<file path="src/rtl/tx_beamformer_pkg.sv">
// Shared types, widths and the Q2.30 -> Q1.15 saturating narrow used by
// the transmit beamformer.
package tx_bf_pkg;
    localparam int DW        = 16;
    localparam int PW        = 33;
    localparam int FRAME_LEN = 8;
    localparam int N_ANT     = 4;
    localparam int CW        = $clog2(FRAME_LEN);
    localparam int AW        = $clog2(N_ANT);

    localparam logic signed [DW-1:0] W_DEF_RE = 16'sh4000;
    localparam logic signed [DW-1:0] W_DEF_IM = '0;

    typedef struct packed {
        logic signed [DW-1:0] re;
        logic signed [DW-1:0] im;
    } cplx_t;

    // Bits [32:30] disagreeing means the Q2.30 value is outside Q1.15 range.
    function automatic logic signed [DW-1:0] sat_q15(input logic signed [PW-1:0] v);
        if (&v[PW-1:PW-3] || ~|v[PW-1:PW-3])
            return v[2*DW-2:DW-1];
        return v[PW-1] ? {1'b1, {(DW-1){1'b0}}} : {1'b0, {(DW-1){1'b1}}};
    endfunction
endpackage

</file>
<file path="src/rtl/tx_beamformer_if.sv">
// Symbol, weight-programming and per-antenna output bundle.
interface tx_beamformer_if;
    import tx_bf_pkg::*;

    logic signed [DW-1:0] din_r, din_i;
    logic                 din_valid;
    logic                 w_we;
    logic [AW-1:0]        w_addr;
    logic signed [DW-1:0] w_re, w_im;
    logic                 w_commit;
    logic                 frame;
    logic signed [DW-1:0] y1r, y1i, y2r, y2i, y3r, y3i, y4r, y4i;
    logic                 dout_valid;

    modport master (
        output din_r, din_i, din_valid, w_we, w_addr, w_re, w_im, w_commit,
        input  frame, y1r, y1i, y2r, y2i, y3r, y3i, y4r, y4i, dout_valid
    );
    modport slave (
        input  din_r, din_i, din_valid, w_we, w_addr, w_re, w_im, w_commit,
        output frame, y1r, y1i, y2r, y2i, y3r, y3i, y4r, y4i, dout_valid
    );
endinterface

</file>
<file path="src/rtl/tx_beamformer_cmult_sat.sv">
// Registered complex multiply p = w * s with Q1.15 saturation.
module cmult_sat
    import tx_bf_pkg::*;
(
    input  logic  clk,
    input  logic  rst,
    input  cplx_t w,
    input  cplx_t s,
    output cplx_t p
);
    logic signed [PW-1:0] wr, wi, sr, si, re_sum, im_sum;

    assign wr = {{(PW-DW){w.re[DW-1]}}, w.re};
    assign wi = {{(PW-DW){w.im[DW-1]}}, w.im};
    assign sr = {{(PW-DW){s.re[DW-1]}}, s.re};
    assign si = {{(PW-DW){s.im[DW-1]}}, s.im};

    assign re_sum = wr * sr - wi * si;
    assign im_sum = wr * si + wi * sr;

    always_ff @(posedge clk or negedge rst) begin
        if (!rst) p <= '0;
        else      p <= '{re: sat_q15(re_sum), im: sat_q15(im_sum)};
    end
endmodule

</file>
<file path="src/rtl/tx_beamformer.sv">
// Transmit beamformer: one symbol per 8-clock frame, four weighted copies
// produced by a single time-shared complex multiplier.
module tx_beamformer
    import tx_bf_pkg::*;
(
    input  logic          clk,
    input  logic          rst,
    tx_beamformer_if.slave bus
);
    localparam cplx_t W_DEF = '{re: W_DEF_RE, im: W_DEF_IM};

    logic [CW-1:0]     count;
    cplx_t             s;
    logic              s_v;
    cplx_t [N_ANT-1:0] shadow, shadow_nxt, active, stage, y;
    logic              pending, commit_now, dv;
    logic [AW-1:0]     mul_ch, stg_ch;
    cplx_t             w_sel, prod;

    always_ff @(posedge clk or negedge rst) begin
        if (!rst) count <= '0;
        else      count <= count + CW'(1);
    end

    always_ff @(posedge clk or negedge rst) begin
        if (!rst) begin
            s   <= '0;
            s_v <= 1'b0;
        end else if (count == '0) begin
            s   <= '{re: bus.din_r, im: bus.din_i};
            s_v <= bus.din_valid;
        end
    end

    // A write landing on the copy edge must reach the active bank too.
    always_comb begin
        shadow_nxt = shadow;
        if (bus.w_we) shadow_nxt[bus.w_addr] = '{re: bus.w_re, im: bus.w_im};
    end

    assign commit_now = (count == '0) && (pending || bus.w_commit);

    always_ff @(posedge clk or negedge rst) begin
        if (!rst) begin
            shadow  <= {N_ANT{W_DEF}};
            active  <= {N_ANT{W_DEF}};
            pending <= 1'b0;
        end else begin
            shadow  <= shadow_nxt;
            if (commit_now) active <= shadow_nxt;
            pending <= !commit_now && (pending || bus.w_commit);
        end
    end

    // Channel k is presented in count k+1, its product lands one edge later.
    assign mul_ch = AW'(count - CW'(1));
    assign stg_ch = AW'(count - CW'(2));
    assign w_sel  = active[mul_ch];

    cmult_sat u_mul (
        .clk (clk),
        .rst (rst),
        .w   (w_sel),
        .s   (s),
        .p   (prod)
    );

    always_ff @(posedge clk or negedge rst) begin
        if (!rst) begin
            stage <= '0;
            y     <= '0;
            dv    <= 1'b0;
        end else begin
            if (count >= CW'(2) && count <= CW'(5)) stage[stg_ch] <= prod;
            dv <= 1'b0;
            if (count == CW'(6)) begin
                dv <= s_v;
                if (s_v) y <= stage;
            end
        end
    end

    assign bus.frame      = rst && (count == '0);
    assign bus.dout_valid = dv;
    assign bus.y1r = y[0].re;
    assign bus.y1i = y[0].im;
    assign bus.y2r = y[1].re;
    assign bus.y2i = y[1].im;
    assign bus.y3r = y[2].re;
    assign bus.y3i = y[2].im;
    assign bus.y4r = y[3].re;
    assign bus.y4i = y[3].im;
endmodule

</file>
<file path="src/flat_wrapper.sv">
// flat-port wrapper written by rule: the top's interface ports become plain ports
module tx_beamformer_flat import tx_bf_pkg::*;
  (clk, rst, bus_din_r, bus_din_i, bus_din_valid, bus_w_we, bus_w_addr, bus_w_re, bus_w_im, bus_w_commit, bus_frame, bus_y1r, bus_y1i, bus_y2r, bus_y2i, bus_y3r, bus_y3i, bus_y4r, bus_y4i, bus_dout_valid);
  tx_beamformer_if bus_i ();
  input  logic clk;
  input  logic rst;
  input wire logic [$bits(bus_i.din_r)-1:0] bus_din_r;
  input wire logic [$bits(bus_i.din_i)-1:0] bus_din_i;
  input wire logic [$bits(bus_i.din_valid)-1:0] bus_din_valid;
  input wire logic [$bits(bus_i.w_we)-1:0] bus_w_we;
  input wire logic [$bits(bus_i.w_addr)-1:0] bus_w_addr;
  input wire logic [$bits(bus_i.w_re)-1:0] bus_w_re;
  input wire logic [$bits(bus_i.w_im)-1:0] bus_w_im;
  input wire logic [$bits(bus_i.w_commit)-1:0] bus_w_commit;
  output wire logic [$bits(bus_i.frame)-1:0] bus_frame;
  output wire logic [$bits(bus_i.y1r)-1:0] bus_y1r;
  output wire logic [$bits(bus_i.y1i)-1:0] bus_y1i;
  output wire logic [$bits(bus_i.y2r)-1:0] bus_y2r;
  output wire logic [$bits(bus_i.y2i)-1:0] bus_y2i;
  output wire logic [$bits(bus_i.y3r)-1:0] bus_y3r;
  output wire logic [$bits(bus_i.y3i)-1:0] bus_y3i;
  output wire logic [$bits(bus_i.y4r)-1:0] bus_y4r;
  output wire logic [$bits(bus_i.y4i)-1:0] bus_y4i;
  output wire logic [$bits(bus_i.dout_valid)-1:0] bus_dout_valid;
  assign bus_i.din_r = bus_din_r;
  assign bus_i.din_i = bus_din_i;
  assign bus_i.din_valid = bus_din_valid;
  assign bus_i.w_we = bus_w_we;
  assign bus_i.w_addr = bus_w_addr;
  assign bus_i.w_re = bus_w_re;
  assign bus_i.w_im = bus_w_im;
  assign bus_i.w_commit = bus_w_commit;
  assign bus_frame = bus_i.frame;
  assign bus_y1r = bus_i.y1r;
  assign bus_y1i = bus_i.y1i;
  assign bus_y2r = bus_i.y2r;
  assign bus_y2i = bus_i.y2i;
  assign bus_y3r = bus_i.y3r;
  assign bus_y3i = bus_i.y3i;
  assign bus_y4r = bus_i.y4r;
  assign bus_y4i = bus_i.y4i;
  assign bus_dout_valid = bus_i.dout_valid;
  tx_beamformer u_core (.clk(clk), .rst(rst), .bus(bus_i));
endmodule
</file>
<file path="config.mk">
export PLATFORM = sky130hd
export DESIGN_NAME = tx_beamformer_flat
export DESIGN_NICKNAME = d
export VERILOG_FILES = /design/src/rtl/tx_beamformer_pkg.sv /design/src/rtl/tx_beamformer_if.sv /design/src/rtl/tx_beamformer_cmult_sat.sv /design/src/rtl/tx_beamformer.sv /design/src/flat_wrapper.sv
export SDC_FILE = /design/constraint.sdc
export NUM_CORES = 2
export LEC_CHECK = 0
export CAP_MARGIN = 20
export CORE_ASPECT_RATIO = 0.7
export CORE_UTILIZATION = 50
export CTS_CLUSTER_SIZE = 40
export DETAILED_ROUTE_END_ITERATION = 10
export PLACE_DENSITY_LB_ADDON = 0.25
export SYNTH_ARGS = -nofsm -noshare
export SYNTH_HDL_FRONTEND = slang
export SYNTH_SLANG_ARGS = --single-unit
</file>
<file path="constraint.sdc">
create_clock -name clk -period 10.95 [get_ports clk]
set_input_delay 1.095 -clock clk [delete_from_list [all_inputs] [get_ports clk]]
set_output_delay 1.095 -clock clk [all_outputs]
set_load 0.01 [all_outputs]
</file>
==> metrics <==
FF-to-FF Start u_core.count[1]; crit-path leading delay family adder cells; CTS Sinks 582; r2r endpoint u_core.u_mul.p[25]; WL final 161000 um; sequential element share of the synthesized area 23.3%; Synth Instances 5642; Critical Path RT 11450 ps; Clk pin slew, worst setup/hold paths 60 ps; PostCTS Resize Cnt 0; outcome completed; MaxCap Viol Count 0; die height 298 um; NumNets Final 7258; total congestion overflow 0; Mean Syn Cell Area 11.1 um^2; library cells used by synthesis 66; CP dominant cell by count fa_1; # H-tree levels 2; CTS buffer count 56; clock buffer depth 3; CP startpoint kind flip-flop; Synth async-reset ratio 100%; first-pass GRT wire length 258000 um; total die area 0.126 mm^2; drt via density 5.35; Ports 201; most frequent cells in the layout 1279 x inv_1, 1172 x fa_1, 563 x dfrtp_1; Hold Buf Count CTS 0; Worst path depth 28; Die W 424 um; crit path max fanout 32; Slew Viols, Final 0; Post-synth EDFFs 0; max-slew headroom at the worst pin 23.8%; TNS Setup 0 ps; Syn. warnings 0; Clock Skews 38.0 ps; fmax 97.8 MHz; gr usage total 26.8%; commonest non-fill, non-tap cell in the layout inv_1; Placeable Area 0.124 mm^2; ant diodes 0; cells on worst reg2reg path 28; layout cells sized above 1 13.5%; fin area 0.0680 mm^2; Primary FF master, synth dfrtp_1; Post-CTS Setup Inserts 0; Area after DPL 0.0662 mm^2; later-pin clock latency in the skew report 670 ps; Period minus WS final 10220 ps; pre-CTS setup slack 874 ps; critical path endpoint category flip-flop; Critical Path Slowest Stage Cell mux4_2; Rows 108; vias in the first global route 43020; Via Count 39573; First DRT Iteration DRCs 2792; RSZ-0062 raised after global routing false; DRC errors left 0; Port Buf Inserts 200; DRT Pass-1 Iters 5; initial antenna violation count 4; Critical Path Source u_core.count[1]; Worst Tran Pin Value 1140 ps; Worst path max stage delay 810 ps; Setup CP Type flip-flop to flip-flop; Worst Hold Class primary input to async pin; Critical Path AT 10720 ps; Cell Area, Synth 0.0624 mm^2; flops & latches, synth 582; clock root cell clkbuf_16; Fin. Hold Viols 0; Final WS setup 729 ps; drt wl/cell 21.8 um; Antenna Nets Post-Route 0; TritonCTS clock tree yes; Setup crit end u_core.u_mul.p[25]; Post-DP HPWL 121000 um; largest net degree at the start of global routing 180; FF-to-FF setup slack 730 ps; initial core utilization 50.4%; synthesized net count 7191; Placer Congestion 0.933; fin crit share 93.3%; fillcell total 10695; CP Buf/Inv Count 8; Layout Area Growth over Synthesis 8.97%; Setup Viol. Count Final 0
## cells by family after synthesis
family	after synthesis	share of synthesized area (%)
AO/OA/AOI/OAI	214	2.33
multiplexers	577	11.0
flip-flops	582	23.3
buffers and inverters	1549	9.33
AND/OR/NAND/NOR	1176	9.35
adder cells (fa/ha/maj)	1478	43.7
XOR/XNOR	66	0.926
## synthesized netlist by cell type, types with 2 or more instances
library cell	number	area [um^2]
inv_1	1280	4800
fa_1	1172	23500
dfrtp_1	574	14400
mux2_2	543	6110
nand2_1	536	2010
and2_1	469	2930
ha_1	306	3830
clkbuf_1	244	916
nor2_1	63	236
a21oi_1	56	280
xnor2_1	52	455
a21o_1	34	255
o21ai_0	34	170
mux4_2	32	721
nand2b_1	26	163
nand3_1	20	100
buf_1	18	67.6
nor3_1	18	90.1
xor2_1	14	123
o21a_1	11	82.6
a211oi_1	10	75.1
nand4_1	10	62.6
dfstp_2	8	210
o31ai_1	8	60.1
a31oi_1	7	43.8
o21bai_1	7	52.6
and3_1	6	37.5
buf_2	6	30.0
nor2b_1	6	37.5
nor3b_1	6	45.0
o21ai_1	6	30.0
and4_1	5	43.8
o22ai_1	5	31.3
a221oi_1	4	35.0
o211ai_1	4	30.0
or3_1	4	25.0
a211o_1	3	26.3
a2111oi_0	2	17.5
a221o_1	2	20.0
nand3b_1	2	15.0
nor4_1	2	12.5
o311a_1	2	20.0
or4_1	2	15.0
## layout make-up
type                    count  area (um^2)  share of cell area, %
inverters                1280         4800                   7.06
clock buffers              79         1560                   2.29
clock inverters            21          287                  0.421
flip-flops and latches    582        14600                   21.4
multi-input cells        3511        42100                   61.9
well taps                1650         2060                   3.03
repair buffers            278         2640                   3.88
## sequential cells by signal, summed over array words and instances (netlist names)
name,cells
u_core.bus.y2r,16
u_core.bus.dout_valid,1
u_core.bus.y4i,16
u_core.bus.y3r,16
u_core.bus.y1i,16
u_core.s,32
u_core.bus.y4r,16
u_core.active,128
u_core.stage,128
u_core.pending,1
u_core.bus.y2i,16
u_core.bus.y1r,16
u_core.bus.y3i,16
u_core.s_v,1
u_core.u_mul.p,32
u_core.count,3
u_core.shadow,128
## worst min path at each step
| stage | endpoint | depth (start not counted) |
|---|---|---|
| floorplan | u_core.pending | 2 |
| global placement | u_core.count[0] | 1 |
| detailed placement | u_core.count[0] | 1 |
| CTS | u_core.bus.y1i[0] | 1 |
| global route | u_core.bus.y1i[0] | 1 |
| finish | u_core.stage[61] | 1 |
## worst reg2reg max path, delay by kind of cell (launching register included)
| kind | cells | cell delay [ps] |
|---|---|---|
| adders and majority gates | 10 | 5040 |
| buffers and inverters | 8 | 1490 |
| and+or+nand+nor | 5 | 1290 |
| AOI/OAI and AO/OA | 3 | 830 |
| muxes | 1 | 820 |
| DFF | 1 | 470 |
| xor gates and xnor gates | 1 | 140 |
## layer usage
| metal | global-route usage (%) | vias to the layer above | part of all wire (%) |
|---|---|---|---|
| met1 | 39.7 | 20796 | 44 |
| li1 | - | 17035 | - |
| met5 | 0 | - | 0.0087 |
| met3 | 6.33 | 230 | 9.0 |
| met2 | 40.2 | 1510 | 44 |
| met4 | 6.13 | 2 | 2.7 |
## metrics by stage
stage | util [%] | hold WS (ps) | cells
6_report | 54.9 | 344 | 7401
5_1_grt | 54.9 | 359 | 7401
4_1_cts | 54.9 | 330 | 7400
3_5_place_dp | 53.4 | 467 | 7300
3_3_place_gp | 53.4 | 463 | 7300
2_1_floorplan | - | 455 | 5642
Power is not shown: default switching activity piles up to over one toggle a cycle in this logic, so the estimate is an artifact.
